### config.mk
export PLATFORM = sky130hd
export DESIGN_NAME = pipeline_hazard_controller
export DESIGN_NICKNAME = d
export VERILOG_FILES = /design/src/rtl/pipeline_hazard_controller.sv
export SDC_FILE = /design/constraint.sdc
export NUM_CORES = 1
export LEC_CHECK = 0
export CAP_MARGIN = 25
export CELL_PAD_IN_SITES_DETAIL_PLACEMENT = 2
export CELL_PAD_IN_SITES_GLOBAL_PLACEMENT = 2
export CORE_MARGIN = 10
export CORE_UTILIZATION = 25
export CTS_CLUSTER_DIAMETER = 150
export DETAILED_ROUTE_END_ITERATION = 7
export GPL_TIMING_DRIVEN = 0
export PLACE_DENSITY = 0.8
export SLEW_MARGIN = 40
export SYNTH_ARGS = -nofsm -noshare
export SYNTH_HDL_FRONTEND = slang
export SYNTH_SLANG_ARGS = --single-unit
### constraint.sdc
create_clock -name clk_i -period 2 [get_ports clk_i]
set_clock_uncertainty 0.2 [all_clocks]
set_input_delay 0.3 -clock clk_i [delete_from_list [all_inputs] [get_ports clk_i]]
set_output_delay 0.3 -clock clk_i [all_outputs]
set_load 0.02 [all_outputs]
### src/rtl/pipeline_hazard_controller.sv
// Stall/flush sequencer for the 5-stage pipeline: memory busywait freeze, load-use bubbles,
// branch redirects and a watchdog on multi-cycle EX ops. PIPE_CTRL_PERF_EN adds perf counters.
module pipeline_hazard_controller #(
    parameter int MC_TIMEOUT = 64,
    parameter int CNT_W      = 7
) (
    input  logic        clk_i,
    input  logic        rst_ni,
    input  logic        imem_busywait_i,
    input  logic        dmem_busywait_i,
    input  logic        load_stall_i,
    input  logic        branch_taken_ex_i,
    input  logic        mc_start_i,
    input  logic        mc_done_i,
    output logic        freeze_o,
    output logic        stall_if_o,
    output logic        stall_id_o,
    output logic        flush_if_id_o,
    output logic        flush_id_ex_o,
    output logic        redirect_o,
    output logic        mc_abort_o,
`ifdef PIPE_CTRL_PERF_EN
    output logic [31:0] stall_cycles_o,
    output logic [31:0] flush_count_o,
`endif
    output logic        state_o
);

    typedef enum logic {RUN = 1'b0, MC_WAIT = 1'b1} state_t;

    localparam logic [CNT_W-1:0] WD_LAST = CNT_W'(MC_TIMEOUT - 1);
    localparam logic [CNT_W-1:0] WD_ONE  = CNT_W'(1);

    state_t             state_r, state_s;
    logic [CNT_W-1:0]   wd_r, wd_s;
    logic               pend_r, pend_s;
    logic               freeze_s, br_s, stall_s, flush_s, abort_s;

    // Hazard priority: freeze > branch redirect > load-use bubble; plus FSM next state.
    always_comb begin
        freeze_s = imem_busywait_i | dmem_busywait_i | ((state_r == MC_WAIT) & ~mc_done_i);
        br_s     = branch_taken_ex_i | pend_r;
        stall_s  = 1'b0;
        flush_s  = 1'b0;
        abort_s  = 1'b0;
        pend_s   = pend_r;
        state_s  = state_r;
        wd_s     = wd_r;

        if (freeze_s) begin
            // A redirect seen while frozen is remembered until the pipe can move.
            pend_s = pend_r | branch_taken_ex_i;
        end else if (br_s) begin
            flush_s = 1'b1;
            pend_s  = 1'b0;
        end else if (load_stall_i) begin
            stall_s = 1'b1;
        end else begin
            stall_s = 1'b0;
        end

        case (state_r)
            RUN: begin
                wd_s = '0;
                if (mc_start_i && !freeze_s && !br_s) begin
                    state_s = MC_WAIT;
                end else begin
                    state_s = RUN;
                end
            end
            MC_WAIT: begin
                if (mc_done_i) begin
                    state_s = RUN;
                    wd_s    = '0;
                end else if (wd_r == WD_LAST) begin
                    abort_s = 1'b1;
                    state_s = RUN;
                    wd_s    = '0;
                end else begin
                    wd_s = wd_r + WD_ONE;
                end
            end
            default: begin
                state_s = RUN;
                wd_s    = '0;
            end
        endcase
    end

    // Control state registers.
    always_ff @(posedge clk_i or negedge rst_ni) begin
        if (!rst_ni) begin
            state_r <= RUN;
            wd_r    <= '0;
            pend_r  <= 1'b0;
        end else begin
            state_r <= state_s;
            wd_r    <= wd_s;
            pend_r  <= pend_s;
        end
    end

    assign freeze_o      = freeze_s;
    assign stall_if_o    = stall_s;
    assign stall_id_o    = stall_s;
    assign flush_if_id_o = flush_s;
    assign flush_id_ex_o = flush_s;
    assign redirect_o    = flush_s;
    assign mc_abort_o    = abort_s;
    assign state_o       = state_r;

`ifdef PIPE_CTRL_PERF_EN
    logic [31:0] stall_cnt_r, flush_cnt_r;

    // Free-running perf counters, wrapping naturally at 2^32.
    always_ff @(posedge clk_i or negedge rst_ni) begin
        if (!rst_ni) begin
            stall_cnt_r <= 32'd0;
            flush_cnt_r <= 32'd0;
        end else begin
            stall_cnt_r <= stall_cnt_r + {31'd0, (freeze_s | stall_s)};
            flush_cnt_r <= flush_cnt_r + {31'd0, flush_s};
        end
    end

    assign stall_cycles_o = stall_cnt_r;
    assign flush_count_o  = flush_cnt_r;
`endif

endmodule

== After elaboration in Yosys (flattened, before gate mapping) ==
Index checks and enable logic that the tools add are counted.
Storage, ports and cells
  bits in registers: 9
  input port bits: 8
  output and inout port bits: 8
  word-level logic and storage cells: 33
Operators by class
  $add $sub $neg: 1
  eq/ne operators: 1
  mux-type cells: 17
  bitwise logic cells: 6
  reduce and logical (&&, ||, !) cells: 5
Operators with widths (count)
  two-way mux 7 bit: 2
  case mux 7 bit (2 select lines): 1
  two-way mux 1 bit: 13
  adder 7 x 1 -> 7 bit, second input constant: 1
  equality test 7 x 6 -> 1 bit, second input constant: 1
  OR 1 bit: 3
  logical AND 1 bit: 2
  zero test 1 bit: 2
  inverter 1 bit: 2
  case mux 1 bit (2 select lines): 1
  nonzero test 2 bit: 1
  bitwise AND 1 bit: 1

== Logic depth before layout (Yosys ltp) ==
Gate-level depths: netlist (run 1).
  depth in word-level cells: 8
  gate-level depth with buffers: 5
  depth with buffers taken out: 4

== Worst setup path after synthesis (run 1) ==
No wires, ideal clock.
  path type: flip-flop to output port
  start: register state_r, in the netlist state_o
  end: output port flush_if_id_o
  data arrival time: 1453 ps
  setup slack: 47 ps
  cell stages (with the launch flop): 6
  cell sequence: dfrtp_1 -> nor2b_4 -> nor3_4 -> inv_2 -> nor2_1 -> buf_4
Between the ends
  longest elaborated chain between the ends: 3
RTL lines
  start: declaration: RTL line 34  | state_t state_r, state_s;
  start signal: assignment: RTL line 97  | state_r <= state_s;
  bitwise AND 1 bit: RTL line 41  | freeze_s = imem_busywait_i | dmem_busywait_i | ((state_r == MC_WAIT) & ~mc_done_i);
  OR 1 bit: RTL line 41
  net freeze_o: RTL line 15  | output logic freeze_o,
  two-way mux 1 bit: RTL line 50  | if (freeze_s) begin
  end: declaration: RTL line 18  | output logic flush_if_id_o,
The timed path passes the listed nets, and every way through them passes these cells.

== Worst setup path in the final report (run 1) ==
  start: input port dmem_busywait_i
  end: output port stall_if_o
Between the ends
  longest elaborated chain between the ends: 3
RTL lines
  start: declaration: RTL line 10  | input logic dmem_busywait_i,
  OR 1 bit (2 in a row): RTL line 41
  two-way mux 1 bit: RTL line 50
  end: declaration: RTL line 16  | output logic stall_if_o,
No other way between the ends.

==> results.toml, run 1 <==
[drt]
drc_errors = 0
routed_wl_um = 1480
drtIter0Drc = 11
viasPerCell = 4.51
drt-pass1-iter-count = 4
num_vias = 419
wl_per_cell_um = 15.9
ant_nets = 0

[cts]
insertion_delay_ns = 0.26
tritoncts = "built"
hold_buffers = 0
cts.sinks = 9
cts_buffer_depth = 2
cts_buffers = 3
htreeDepth = 1
cts_root_buf = "clkbuf_4"
clkTransAtPathRegs_ns = 0.06

[power_and_ir_drop]
power_frac_comb = 0.164
total_power_mw = 0.391
seqPwrFrac = 0.481
netSwitchingFraction = 0.246
clockPowerShare = 0.354
p_leak_nw = 0.313
peakVddDrop_v = 0.000271
switching_power_mw = 0.0963
p_int_mw = 0.294
p_per_area_nw_per_um2 = 543

[place]
place_hpwl_um = 1080
dp_slack_ns = -0.579
place_congestion = 0.711
portBuffers = 15
dpl_cell_area_um2 = 647
placed_cells = 84

[cells_and_area]
final_cell_area_um2 = 719
instances_no_fill = 93
layout_common_cells = "buf_4, dfrtp_1, clkdlybuf4s50_1"
layout_commonest_cell = "buf_4"
drive_above_1_share = 0.426
antenna_cells = 0
nNetsFinal = 78
nFillCells = 195
areaGrowthSynthToFinish_pct = 54.6
final_util = 0.412

[timing]
hold_viol_final = 0
fin_ws_ns = -0.0361
slew_headroom = 0.709
setup_viol = 3
rsz0062_at_grt = "true"
timing.hold.ws_ns = 0.149
fmax_ghz = 0.491
tns_ns = -0.0812
min_period_over_period = 1.02
drv_slew = 0
worst_slew_pin_slew_ns = 0.435
fin_crit_ns = 2.04

[global_routing]
grt_overflow_total = 0
grtUsageTotal = 0.0800
grt_pass1_vias = 493
grt_first_pass_wirelength_um = 2460
antenna_found_initial = 0
grt_max_degree = 10

[worst_setup_path]
arrival_ns = 1.54
crit_required_ns = 1.50
crit_path_end_kind = "output port"
critical_path_class = "in2out"
critPathMaxFanout = 2
crit_path_start_kind = "input port"
reg2reg_depth = 4

[synth]
postSynthAreaPerCell_um2 = 10.6
yosysSeqAreaShare = 0.484
synth_cell_types = 21
synth_nets = 53
ys_ff_latch = 9
synth_cells = 44
synthesis.area_um2 = 465
ys_warn_count = 0

[status]
outcome = "complete, but fails checks"
violations = "setup timing"

[die]
die_y_um = 63.2
start_util = 0.267
io_pins = 16
die_w_um = 63.2
fp-row-count = 15
die_area_um2 = 3990
core_um2 = 1750

[hold_path]
hold_path.class = "in2async"

[job]
drv_cap = 0
-- state kept, by name, indices dropped and copies added, names as in the netlist --
register,count
state_o,1
wd_r,7
pend_r,1
-- cell type report --
cell class / instances / area (um^2) / area share
tap: 25 / 31.3 / 0.0435
buffer: 3 / 22.5 / 0.0313
clock buffer: 4 / 26.3 / 0.0365
timing repair buffer: 20 / 169 / 0.235
inverter: 3 / 11.3 / 0.0157
sequential: 9 / 225 / 0.313
multi-input combinational: 29 / 234 / 0.325
-- Yosys cell counts --
master	n	area [um^2]
dfrtp_1	9	225
and3_4	1	11.3
nand2_1	1	3.75
nand2b_1	2	12.5
nor3_1	1	5.00
o21ai_0	1	5.00
or3_1	1	6.26
a41o_2	1	11.3
nor2_1	8	30.0
xor2_1	1	8.76
inv_1	2	7.51
and3_1	2	12.5
nor2b_4	1	13.8
buf_4	3	22.5
nand3_1	3	15.0
inv_2	1	3.75
xnor2_1	2	17.5
ha_1	1	12.5
o41ai_2	1	16.3
nor3_4	1	16.3
a21oi_2	1	8.76
-- cell families after synthesis --
family | share of synthesized area
compound gates | 0.0887
flops | 0.484
simple gates | 0.271
fa+ha+maj | 0.0269
buf+inv | 0.0726
xor+xnor | 0.0565
-- critical path, cell delays in order --
cell and delay, ns:
clkdlybuf4s50_1 0.44, nor3_4 0.23, and3_1 0.20, buf_4 0.11, clkdlybuf4s15_2 0.25
-- power by group through the flow --
stage	clock network [mW]	registers [mW]	logic [mW]
final	0.138	0.188	0.0642
after global routing	0.165	0.188	0.0692
after CTS	0.154	0.187	0.0596
after detailed placement	0	0.191	0.0585
after global placement	0	0.191	0.0576
after floorplan	0	0.191	0.0226
-- routing by layer --
metal  routed length [um]  vias to the layer above  share of wire  track usage
met3                   18                        6          0.012       0.0177
met1                  535                      211           0.36       0.0747
met5                    0                        -              0            0
li1                     -                      195              -            -
met4                   57                        0          0.039       0.0754
met2                  865                        7           0.59        0.141
-- repair_timing --
item | in CTS | in global routing
setup endpoints to repair | 7 | 6
setup buffers | 3 | 2
cloned | 0 | 0
pin swaps | 1 | 4
gates resized for setup | 33 | 2
-- path summary, 6_finish.rpt --
path | startpoint | to | slack, ns
setup / recovery | dmem_busywait_i | stall_if_o | -0.04
hold / removal | rst_ni | state_o$_DFF_PN0_ | 0.15
setup reg to reg | wd_r[0]$_DFF_PN0_ | wd_r[3]$_DFF_PN0_ | 0.51
hold reg to reg | pend_r$_DFFE_PN0P_ | state_o$_DFF_PN0_ | 0.32
max in group asynchronous | rst_ni | wd_r[3]$_DFF_PN0_ | 1.15
min in group clk_i | pend_r$_DFFE_PN0P_ | state_o$_DFF_PN0_ | 0.32
Power figures use the tool's default switching activity.
==> inputs of run 2 (changes only) <==
--- a/config.mk
+++ b/config.mk
@@ -18,3 +18,4 @@
 export SYNTH_ARGS = -nofsm -noshare
 export SYNTH_HDL_FRONTEND = slang
 export SYNTH_SLANG_ARGS = --single-unit
+export TNS_END_PERCENT = 1
==> run 2 against run 1 <==
  * The run now ends clean
  * Routed wire length shrank 2.9%
  * Sequential share of layout area shrank 0.48 points
  * Combinational power grew 2%
  * Sequential power is essentially flat
  * Clock power grew 4%
  * First-iteration DRC count shrank 73%
  * Non-clock buffer count is the same
  * Critical path depth shrank 1
  * Core utilization grew 0.65 points
  * Critical endpoint is now freeze_o
==> results.toml, run 2 (synthesis gave the netlist of run 1 again) <==
[worst_setup_path]
crit_path_end_kind = "output port"
crit_path_start = "state_o$_DFF_PN0_"
crit_required_ns = 1.50
critical_path_class = "reg2out"
reg2reg_to = "state_o$_DFF_PN0_"
crit_path_start_kind = "register"
ff2ff_setup_slack_ns = 0.44
r2r-start = "state_o$_DFF_PN0_"
critPathMaxFanout = 3
reg2reg_depth = 5
arrival_ns = 1.46

[cells_and_area]
antenna_cells = 0
layout_commonest_cell = "dfrtp_1"
top_register = "wd_r"
final_util = 0.419
nNetsFinal = 78
largest_reg_flops = 7
drive_above_1_share = 0.441
layout_common_cells = "dfrtp_1, buf_4, clkdlybuf4s50_1"
areaGrowthSynthToFinish_pct = 57.0

[place]
portBuffers = 15
dp_slack_ns = -0.579
place_hpwl_um = 1080
place_congestion = 0.711

[drt]
top_layer = "met4"
met1Wirelength_um = 528
dr_wl_met3_um = 14
num_vias = 407
wl_met2_um = 861
routed_wl_um = 1430
drc_errors = 0
drt-pass1-iter-count = 3
ant_nets = 0
wl_per_cell_um = 15.4
viasPerCell = 4.38
drtIter0Drc = 3

[timing]
fin_crit_ns = 1.96
fmax_ghz = 0.510
drv_slew = 0
worst_slew_pin_slew_ns = 0.434
rsz0062_at_grt = "true"
min_period_over_period = 0.981
fin_ws_ns = 0.0375
hold_viol_final = 0
setup_viol = 0
slew_headroom = 0.710

[die]
start_util = 0.267
die_area_um2 = 3990
core_um2 = 1750
die_y_um = 63.2
die_w_um = 63.2
fp-row-count = 15
io_pins = 16

[cts]
cts_buffer_depth = 2
clkTransAtPathRegs_ns = 0.07
cts.sinks = 9
htreeDepth = 1
insertion_delay_ns = 0.27
cts_buffers = 3
cts_root_buf = "clkbuf_4"
hold_buffers = 0
tritoncts = "built"

[power_and_ir_drop]
power_frac_comb = 0.165
peakVddDrop_v = 0.000274
clockPowerShare = 0.362
netSwitchingFraction = 0.252
p_int_mw = 0.296
p_per_area_nw_per_um2 = 543
switching_power_mw = 0.100
seqPwrFrac = 0.473
p_leak_nw = 0.315

[global_routing]
grt_overflow_total = 0
antenna_found_initial = 0
grt_pass1_vias = 465
grt_first_pass_wirelength_um = 2290
grt_max_degree = 10
grtUsageTotal = 0.0742

[status]
outcome = "complete, no violations"

[hold_path]
hold_path.class = "in2async"

[job]
drv_cap = 0
run 2: repair_timing:
action                                  in CTS  in global routing
pin swaps                                    0                  5
hold endpoints to repair                     0                  0
buffers inserted                             0                  5
gates resized for setup                     32                  6
cloned                                       0                  0
endpoints found under the setup margin       7                  6
run 2: worst max path at each step:
stage	end	slack, ns
floorplan	flush_if_id_o	0.05
global placement	flush_if_id_o	-0.53
detailed placement	redirect_o	-0.58
CTS	mc_abort_o	-0.04
global route	redirect_o	-0.05
finish	freeze_o	0.04
run 2: power by group through the flow:
stage	Clock, mW	Combinational [mW]	Sequential, mW
after floorplan	0	0.0226	0.191
after global placement	0	0.0576	0.191
after detailed placement	0	0.0585	0.191
after CTS	0.154	0.0575	0.188
after global routing	0.167	0.0707	0.188
final	0.144	0.0654	0.187
run 2: stage by stage:
step	hold slack, ns	instance area, um^2	setup TNS (ns)	total power [mW]	std cells
after floorplan	-0.196	465	0	0.214	44
after CTS	0.140	668	-0.0433	0.399	88
final	0.138	731	0	0.396	93
after detailed placement	0.266	647	-3.08	0.249	84
after global routing	0.159	731	-0.220	0.425	93
after global placement	0.258	647	-2.70	0.249	84
run 2: critical path: stages, from the launching register on:
cell and delay (ns):
dfrtp_1 0.39, nor2b_4 0.14, nor3_4 0.24, inv_2 0.09, dlygate4sd2_1 0.34
run 2: metal layers:
| metal | global-route usage | up-vias |
|---|---|---|
| met3 | 0.0159 | 2 |
| li1 | - | 192 |
| met5 | 0 | - |
| met2 | 0.131 | 5 |
| met4 | 0.0670 | 0 |
| met1 | 0.0707 | 208 |
run 2: final cells by class:
type | count | area, um^2
Fill cell | 195 | 1010
Multi-Input combinational cell | 29 | 234
Sequential cell | 9 | 225
Timing Repair Buffer | 20 | 176
Tap cell | 25 | 31.3
Clock buffer | 4 | 26.3
Buffer | 3 | 26.3
Inverter | 3 | 11.3
